$ cat config.mk
export PLATFORM = sky130hd
export DESIGN_NAME = rs232_send_cfg
export DESIGN_NICKNAME = d
export VERILOG_FILES = /design/src/rtl/rs232_pkg.sv /design/src/rtl/rs232_baud_gen.sv /design/src/rtl/rs232_send_cfg.sv
export SDC_FILE = /design/constraint.sdc
export NUM_CORES = 1
export LEC_CHECK = 0
export CAP_MARGIN = 10
export CORE_MARGIN = 1
export CORE_UTILIZATION = 45
export DETAILED_ROUTE_END_ITERATION = 16
export PLACE_DENSITY = 0.74
export SKIP_LAST_GASP = 1
export SLEW_MARGIN = 20
export SYNTH_ARGS = -nofsm -noshare
export SYNTH_HDL_FRONTEND = slang
export SYNTH_SLANG_ARGS = --single-unit
$ cat constraint.sdc
create_clock -name clock -period 3.05 [get_ports clock]
set_clock_uncertainty 0.15 [all_clocks]
set_input_delay 0.4575 -clock clock [delete_from_list [all_inputs] [get_ports clock]]
set_output_delay 0.4575 -clock clock [all_outputs]
set_load 0.02 [all_outputs]
$ cat src/rtl/rs232_pkg.sv
// Shared definitions for the configurable RS232 transmitter and the future receiver:
// parity modes, FSM state encodings and a constant clog2 helper.
package rs232_pkg;

  localparam int unsigned PARITY_NONE = 0;
  localparam int unsigned PARITY_ODD  = 1;
  localparam int unsigned PARITY_EVEN = 2;

  localparam logic [2:0] ST_IDLE  = 3'd0;
  localparam logic [2:0] ST_START = 3'd1;
  localparam logic [2:0] ST_DATA  = 3'd2;
  localparam logic [2:0] ST_PAR   = 3'd3;
  localparam logic [2:0] ST_STOP  = 3'd4;

  function automatic int unsigned clog2(input longint unsigned value);
    longint unsigned rem;
    int unsigned     res;
    res = 0;
    rem = (value > 1) ? value - 1 : 0;
    while (rem > 0) begin
      rem = rem >> 1;
      res = res + 1;
    end
    return res;
  endfunction

endpackage

$ cat src/rtl/rs232_baud_gen.sv
// Fractional bit-rate generator: a phase accumulator advanced by BAUD_RATE each
// running cycle, producing one tick per bit period with no long-term drift.
module rs232_baud_gen
  import rs232_pkg::*;
#(
  parameter int unsigned CLOCK_FREQ = 133000000,
  parameter int unsigned BAUD_RATE  = 115200
) (
  input  logic clock,
  input  logic reset_n,
  input  logic run,
  output logic tick
);

  localparam int unsigned ACC_W = clog2(CLOCK_FREQ + BAUD_RATE);
  localparam logic [ACC_W-1:0] INC = ACC_W'(BAUD_RATE);
  localparam logic [ACC_W-1:0] LIM = ACC_W'(CLOCK_FREQ);

  if (2 * BAUD_RATE > CLOCK_FREQ) begin : g_bad_rate
    $error("rs232_baud_gen: 2*BAUD_RATE must not exceed CLOCK_FREQ");
  end

  logic [ACC_W-1:0] acc;
  logic [ACC_W-1:0] acc_sum;

  // acc < CLOCK_FREQ always, so acc + BAUD_RATE fits in ACC_W bits
  always_comb begin
    acc_sum = acc + INC;
    tick    = run && (acc_sum >= LIM);
  end

  always_ff @(posedge clock or negedge reset_n) begin
    if (!reset_n) begin
      acc <= '0;
    end else if (!run) begin
      acc <= '0;
    end else if (tick) begin
      acc <= acc_sum - LIM;
    end else begin
      acc <= acc_sum;
    end
  end

endmodule

$ cat src/rtl/rs232_send_cfg.sv
// Configurable RS232 transmitter: DATA_BITS data, optional odd/even parity,
// 1 or 2 stop bits, valid/ready input with RTS-gated acceptance.
module rs232_send_cfg
  import rs232_pkg::*;
#(
  parameter int unsigned CLOCK_FREQ = 133000000,
  parameter int unsigned BAUD_RATE  = 115200,
  parameter int unsigned DATA_BITS  = 8,
  parameter int unsigned PARITY     = 0,
  parameter int unsigned STOP_BITS  = 1
) (
  input  logic                 clock,
  input  logic                 reset_n,
  output logic                 rs232_rxd,
  input  logic                 rs232_rts_n,
  input  logic [DATA_BITS-1:0] data,
  input  logic                 valid,
  output logic                 ready,
  output logic                 busy
);

  if (DATA_BITS < 5 || DATA_BITS > 9) begin : g_bad_data_bits
    $error("rs232_send_cfg: DATA_BITS must be 5..9");
  end
  if (PARITY > PARITY_EVEN) begin : g_bad_parity
    $error("rs232_send_cfg: PARITY must be 0, 1 or 2");
  end
  if (STOP_BITS < 1 || STOP_BITS > 2) begin : g_bad_stop_bits
    $error("rs232_send_cfg: STOP_BITS must be 1 or 2");
  end

  localparam bit         HAS_PAR   = (PARITY != PARITY_NONE);
  localparam logic       PAR_INV   = (PARITY == PARITY_ODD);
  localparam logic [3:0] LAST_BIT  = 4'(DATA_BITS);
  localparam logic       STOP_LAST = 1'(STOP_BITS - 1);

  logic [2:0]           state;
  logic [DATA_BITS-1:0] shreg;
  logic                 par_bit;
  logic [3:0]           bit_cnt;
  logic                 stop_cnt;
  logic                 tick;

  rs232_baud_gen #(
    .CLOCK_FREQ(CLOCK_FREQ),
    .BAUD_RATE (BAUD_RATE)
  ) u_baud (
    .clock  (clock),
    .reset_n(reset_n),
    .run    (state != ST_IDLE),
    .tick   (tick)
  );

  always_ff @(posedge clock or negedge reset_n) begin
    if (!reset_n) begin
      state     <= ST_IDLE;
      shreg     <= '0;
      par_bit   <= 1'b0;
      bit_cnt   <= '0;
      stop_cnt  <= 1'b0;
      rs232_rxd <= 1'b1;
      ready     <= 1'b0;
      busy      <= 1'b0;
    end else begin
      case (state)
        ST_IDLE: begin
          ready <= !rs232_rts_n;
          if (valid && ready) begin
            shreg     <= data;
            par_bit   <= (^data) ^ PAR_INV;
            rs232_rxd <= 1'b0;
            busy      <= 1'b1;
            ready     <= 1'b0;
            state     <= ST_START;
          end
        end
        ST_START: if (tick) begin
          rs232_rxd <= shreg[0];
          shreg     <= shreg >> 1;
          bit_cnt   <= 4'd1;
          state     <= ST_DATA;
        end
        // bit_cnt counts data bits already on the line
        ST_DATA: if (tick) begin
          if (bit_cnt == LAST_BIT) begin
            stop_cnt <= 1'b0;
            if (HAS_PAR) begin
              rs232_rxd <= par_bit;
              state     <= ST_PAR;
            end else begin
              rs232_rxd <= 1'b1;
              state     <= ST_STOP;
            end
          end else begin
            rs232_rxd <= shreg[0];
            shreg     <= shreg >> 1;
            bit_cnt   <= bit_cnt + 4'd1;
          end
        end
        ST_PAR: if (tick) begin
          rs232_rxd <= 1'b1;
          stop_cnt  <= 1'b0;
          state     <= ST_STOP;
        end
        ST_STOP: if (tick) begin
          if (stop_cnt == STOP_LAST) begin
            busy  <= 1'b0;
            ready <= !rs232_rts_n;
            state <= ST_IDLE;
          end else begin
            stop_cnt <= 1'b1;
          end
        end
        default: begin
          rs232_rxd <= 1'b1;
          busy      <= 1'b0;
          ready     <= 1'b0;
          state     <= ST_IDLE;
        end
      endcase
    end
  end

endmodule
Word level (Yosys, flattened, before mapping)
Index checks and enable logic that the tools add are counted.
{"block": "classes", "bitwise": 2, "shifts": 0, "div": 0, "n_reduce_logical": 16, "muxes": 39, "n_eq_ne": 13, "magnitude_cmp": 1, "addsub": 3, "mul": 0}
{"op": "2-to-1 mux 27 bit", "count": 2}
{"op": "2-to-1 mux 8 bit", "count": 4}
{"op": "adder 27 x 17 -> 27 bit (second input constant)", "count": 1}
{"op": ">= comparator 27 bit (second input constant)", "count": 1}
{"op": "subtractor 27 bit (second input constant)", "count": 1}
{"op": "case mux 8 bit (3 select lines)", "count": 1}
{"op": "2-to-1 mux 3 bit", "count": 7}
{"op": "2-to-1 mux 1 bit", "count": 16}
{"op": "inequality test 2 bit (second input constant)", "count": 8}
{"op": "case mux 3 bit (5 select lines)", "count": 1}
{"op": "AND reduction 5 bit", "count": 3}
{"op": "2-to-1 mux 4 bit", "count": 3}
{"op": "case mux 1 bit (3 select lines)", "count": 3}
{"op": "nonzero test 3 bit", "count": 3}
{"op": "case mux 4 bit (2 select lines)", "count": 1}
{"op": "AND reduction 4 bit", "count": 2}
{"op": "AND reduction 7 bit", "count": 1}
{"op": "== test 3 x 2 -> 1 bit (second input constant)", "count": 2}
{"op": "case mux 1 bit (5 select lines)", "count": 1}
{"op": "adder 4 x 1 -> 4 bit (second input constant)", "count": 1}
{"op": "== test 4 bit (second input constant)", "count": 1}
{"op": "== test 3 x 1 -> 1 bit (second input constant)", "count": 1}
{"op": "== test 3 bit (second input constant)", "count": 1}
{"op": "logical NOT 3 bit", "count": 1}
{"op": "other kinds (6)", "count": 8}
{"block": "totals", "mem_bits_ro": 0, "memories": 0, "latch_bits": 0, "in_bits": 12, "ff_bits": 46, "word_cells": 82, "ramBits": 0, "out_inout_bits": 3}

Longest topological paths before layout
{"block": "logic_depth", "depth_word": 5, "depth_mapped": 13, "mapped_depth_nobuf": 10}

By module
A second synthesis with hierarchy kept.
{"block": "hier_totals", "cells_unflattened": 328, "hier_area_um2": 2884.0}
{"mod": "rs232_baud_gen", "cells_per_inst": 227, "area_per_inst_um2": 1834.3, "seq_area_each_um2": 525.5, "n_inst": 1}
{"mod": "rs232_send_cfg", "cells_per_inst": 101, "area_per_inst_um2": 1049.8, "seq_area_each_um2": 451.7, "n_inst": 1}

Worst setup path after synthesis
OpenSTA, ideal clock, no wires.
{"block": "synth_timing", "path_kind": "flip-flop to flip-flop", "startpoint": "register u_baud.acc[10]", "endpoint": "register bit_cnt[3]", "synth_period_minus_slack_ns": 2.674, "n_path_buf": 3, "path_slack_ns": 0.376, "arrival_ns": 2.391, "stages_incl_launch_ff": 13, "path_cell_list": "dfrtp_1 -> ha_1 -> buf_2 -> nand2b_1 -> o32a_1 -> a22oi_2 -> o22ai_2 -> a21oi_4 -> o21ai_2 -> buf_6 -> buf_4 -> o31ai_1 -> o41ai_1"}
{"block": "synth_between", "elab_chain_cells": 5}
{"item": "start, declared", "line_no": "rs232_baud_gen.sv:23", "text": "logic [ACC_W-1:0] acc;"}
{"item": "start signal, assigned", "line_no": "rs232_baud_gen.sv:38", "text": "acc <= acc_sum - LIM;"}
{"item": "start signal, assigned", "line_no": "rs232_baud_gen.sv:40", "text": "acc <= acc_sum;"}
{"item": "adder 27 x 17 -> 27 bit (*)", "line_no": "rs232_baud_gen.sv:28", "text": "acc_sum = acc + INC;"}
{"item": ">= comparator 27 bit (*)", "line_no": "rs232_baud_gen.sv:29", "text": "tick = run && (acc_sum >= LIM);"}
{"item": "logical AND 1 bit (*)", "line_no": "rs232_baud_gen.sv:29"}
{"item": "inequality test 2 bit (no line)"}
{"item": "AND reduction 4 bit (no line) (*)"}
{"item": "end signal, assigned", "line_no": "rs232_send_cfg.sv:97", "text": "bit_cnt <= bit_cnt + 4'd1;"}
{"item": "end, declared", "line_no": "rs232_send_cfg.sv:40", "text": "logic [3:0] bit_cnt;"}
Mark *: on every way between the ends. The rest lies on a longest branch, timed or not.
A chain may end at the register's enable or synchronous reset.

Final worst setup path
{"block": "layout_timing", "startpoint": "register u_baud.acc[9]", "endpoint": "register u_baud.acc[10]"}
{"block": "layout_between", "elab_chain_cells": 5}
{"item": "adder 27 x 17 -> 27 bit (*)", "line_no": "rs232_baud_gen.sv:28"}
{"item": ">= comparator 27 bit", "line_no": "rs232_baud_gen.sv:29"}
{"item": "logical AND 1 bit", "line_no": "rs232_baud_gen.sv:29"}
{"item": "2-to-1 mux 27 bit (*)", "line_no": "rs232_baud_gen.sv:37", "text": "end else if (tick) begin"}
{"item": "2-to-1 mux 27 bit (*)", "line_no": "rs232_baud_gen.sv:35", "text": "end else if (!run) begin"}
Marks and branches as above.

==> run_results.csv <==
group,metric,value,unit
timing,setup_viol,0,
global_route,grt_max_degree,40,
timing,slew_headroom,40.6,%
floorplanning,coreArea,5570,um^2
setup_path,crit_required,3.14,ns
setup_path,rr_startpoint,"u_baud.acc[9]",
finish,nFillCells,518,
yosys,syn_area_per_cell,8.83,um^2
global_route,grt_pass1_wl,10.4,mm
detailed_routing,postRouteAntennaNets,0,
yosys,synth_ff_type,"dfrtp_1",
global_route,first_global_vias,2229,
timing,rsz0062_at_grt,"true",
yosys,ys_seq_elements,39,
timing,period_share,94.6,%
detailed_routing,drc,0,
yosys,synth_warnings,0,
yosys,yosysSeqAreaShare,36.9,%
setup_path,reg2reg_depth,10,
yosys,async_flop_share,100,%
setup_path,path_max_fanout,11,
timing,tightest_slew,0.892,ns
pwr,total_power,2.49,mW
floorplanning,ios,15,
timing,setup_slack,0.164,ns
floorplanning,die_width,78.7,um
cts,cts_buffers,5,
setup_path,criticalPathCategory,"reg2reg",
detailed_routing,routedWlPerCell,15.4,um
cts,clock-sinks,39,
yosys,synth_edf_count,0,
cts,tritoncts,"yes",
place,gp_congestion,0.850,
pwr,p_per_area,824,nW/um^2
cts,hold_buffers,0,
global_route,grt_usage,21.2,%
timing,period_minus_slack,2.89,ns
setup_path,setup.worst_path.start,"u_baud.acc[9]",
timing,max_clock_freq,346,MHz
timing,finalMaxSlewViolations,0,
floorplanning,die_h,78.7,um
place,hpwl,4.26,mm
cts,cts_root_buf,"clkbuf_8",
yosys,syn_nets,318,
setup_path,cp-start-kind,"register",
flow_run,cap_violations,0,
place,place_ws,0.155,ns
detailed_routing,routed_wl,6.07,mm
finish,num_antenna_cells,0,
floorplanning,start_util,47.5,%
global_route,overflow,0,
detailed_routing,vias_per_cell,6.11,
global_route,grt_antenna_before_repair,0,
yosys,synth_cell_types,59,
place,placed_area,2900,um^2
setup_path,reg2reg_to,"u_baud.acc[10]",
outcome,status,"finished, final reports clean",
cts,clkSlewWorstSetupHoldPaths,0.08,ns
timing,tns,0,ns
detailed_routing,drt_iter0_drc,199,
cts,clk_latency,0.29,ns
finish,post-route-cell-area,3020,um^2
finish,finalNetCount,339,
setup_path,worst_ep_arrival_time,2.97,ns
finish,area_growth,14.1,%
pwr,max-vdd-ir-drop,0.438,mV
setup_path,r2r_setup_slack,0.16,ns
finish,drive_gt1_share,13.0,%
pwr,p_leak,1.18,nW
detailed_routing,num_vias,2407,
setup_path,crit_path_end_kind,"register",
place,io_buffers,14,
cts,clk_path_buf_depth,2,
yosys,syn-cell-area,2650,um^2
floorplanning,die-area,6200,um^2
timing,hold_viol_final,0,
cts,htreeDepth,2,
hold_path,hp-class,"in2async",
floorplanning,core.rowCount,27,
detailed_routing,firstDrtPassIters,4,
yosys,postSynthCellCount,300,
[kinds of logic (layout without fill, tap and decap cells)]
group / Yosys count / count (layout) / synth area share, %
and+or+nand+nor: 107 / 107 / 22.1
DFF: 39 / 39 / 36.9
xor gates and xnor gates: 17 / 17 / 5.90
adders and majority gates: 6 / 6 / 2.83
buffers and inverters: 29 / 51 / 5.15
AOI/OAI and AO/OA: 102 / 102 / 27.2
[stage by stage]
stage | std cells | hold WS, ns | utilization, %
after floorplan | 300 | 0.0119 | -
after global routing | 394 | 0.208 | 54.2
after global placement | 385 | 0.343 | 52.0
after CTS | 393 | 0.167 | 53.5
after detailed placement | 385 | 0.354 | 52.0
final | 394 | 0.142 | 54.2
[cells in the mapped netlist (all sizes together), types with 6 or more instances]
master	n	area share, %
nor2	15	2.1
nand3	14	2.8
a2bb2oi	7	2.3
or4	7	2.0
ha	6	2.8
inv	13	1.8
nand2	23	3.3
xnor2	10	3.6
a21oi	13	2.9
nand4	9	2.1
a211oi	10	2.8
nand2b	6	1.4
xor2	7	2.3
o31ai	6	1.7
and3	6	1.4
buf	11	2.6
o22ai	9	2.4
dfrtp	38	36
o21ai	24	4.7
o211ai	8	2.3
[area by class of cell]
class	instances	area, um^2	area share (%)
sequential	39	977	32.3
tap	72	90.1	2.98
clock buffer	7	76.3	2.52
multi-input combinational	232	1570	51.9
inverter	13	48.8	1.61
clock inverter	1	5.00	0.166
timing repair buffer	30	255	8.44
[state kept, by name, indices dropped and copies added (netlist names)]
name and cells:
u_baud.acc 21, busy 1, shreg 8, ready 1
state 3, bit_cnt 4, rs232_rxd 1
[cells in the final DEF (no fill, tap or decap), types with 5 or more instances in the layout]
cell / Yosys / final
o22ai_1: 8 / 8
nand2b_1: 6 / 6
nor2_1: 15 / 14
o31ai_1: 6 / 6
o21ai_1: 6 / 8
a21oi_1: 12 / 12
inv_1: 13 / 13
a2bb2oi_1: 7 / 7
a31oi_1: 5 / 5
clkdlybuf4s50_1: 0 / 13
xor2_1: 7 / 6
nand2_1: 23 / 23
o21ai_0: 17 / 15
nand4_1: 9 / 9
o211ai_1: 8 / 8
ha_1: 6 / 5
clkbuf_8: 0 / 5
nand3_1: 13 / 13
a211oi_1: 10 / 10
buf_4: 1 / 16
and2_1: 5 / 5
dfrtp_1: 38 / 38
xnor2_1: 9 / 8
or4_1: 7 / 7
and3_1: 6 / 6
[how the worst max path moves through the flow]
stage / to / depth (start not counted)
after CTS: u_baud.acc[9] / 10
after detailed placement: u_baud.acc[9] / 10
after floorplan: bit_cnt[3] / 12
final: u_baud.acc[10] / 10
after global placement: u_baud.acc[10] / 10
after global routing: u_baud.acc[10] / 10
[layer usage]
metal	global-route usage (%)	vias up	routed length [um]
li1	-	1170	-
met1	28.5	1146	2920
met2	34.8	86	2790
met3	4.02	5	292
met4	5.56	0	59
met5	0	-	0
[report_power, final]
group          internal [mW]  leakage, nW  switching (mW)
registers              0.666        0.490           0.184
clock network          0.161       0.0422           0.180
logic                  0.542        0.651           0.759
[worst max-delay path: stages (launching register included)]
cell and delay [ns]:
dfrtp_1 0.40, inv_1 0.06, ha_1 0.36, nor4bb_1 0.32, and3_1 0.22, o2111ai_1 0.18, a21oi_4 0.28, o21ai_4 0.14
buf_4 0.19, or4_1 0.46, nand2_1 0.08
[timing repair]
item / 4_1_cts / 5_1_grt
buffers inserted: 0 / 1
resized for setup: 0 / 8
endpoints found under the setup margin: 0 / 24
Power figures use the tool's default switching activity.
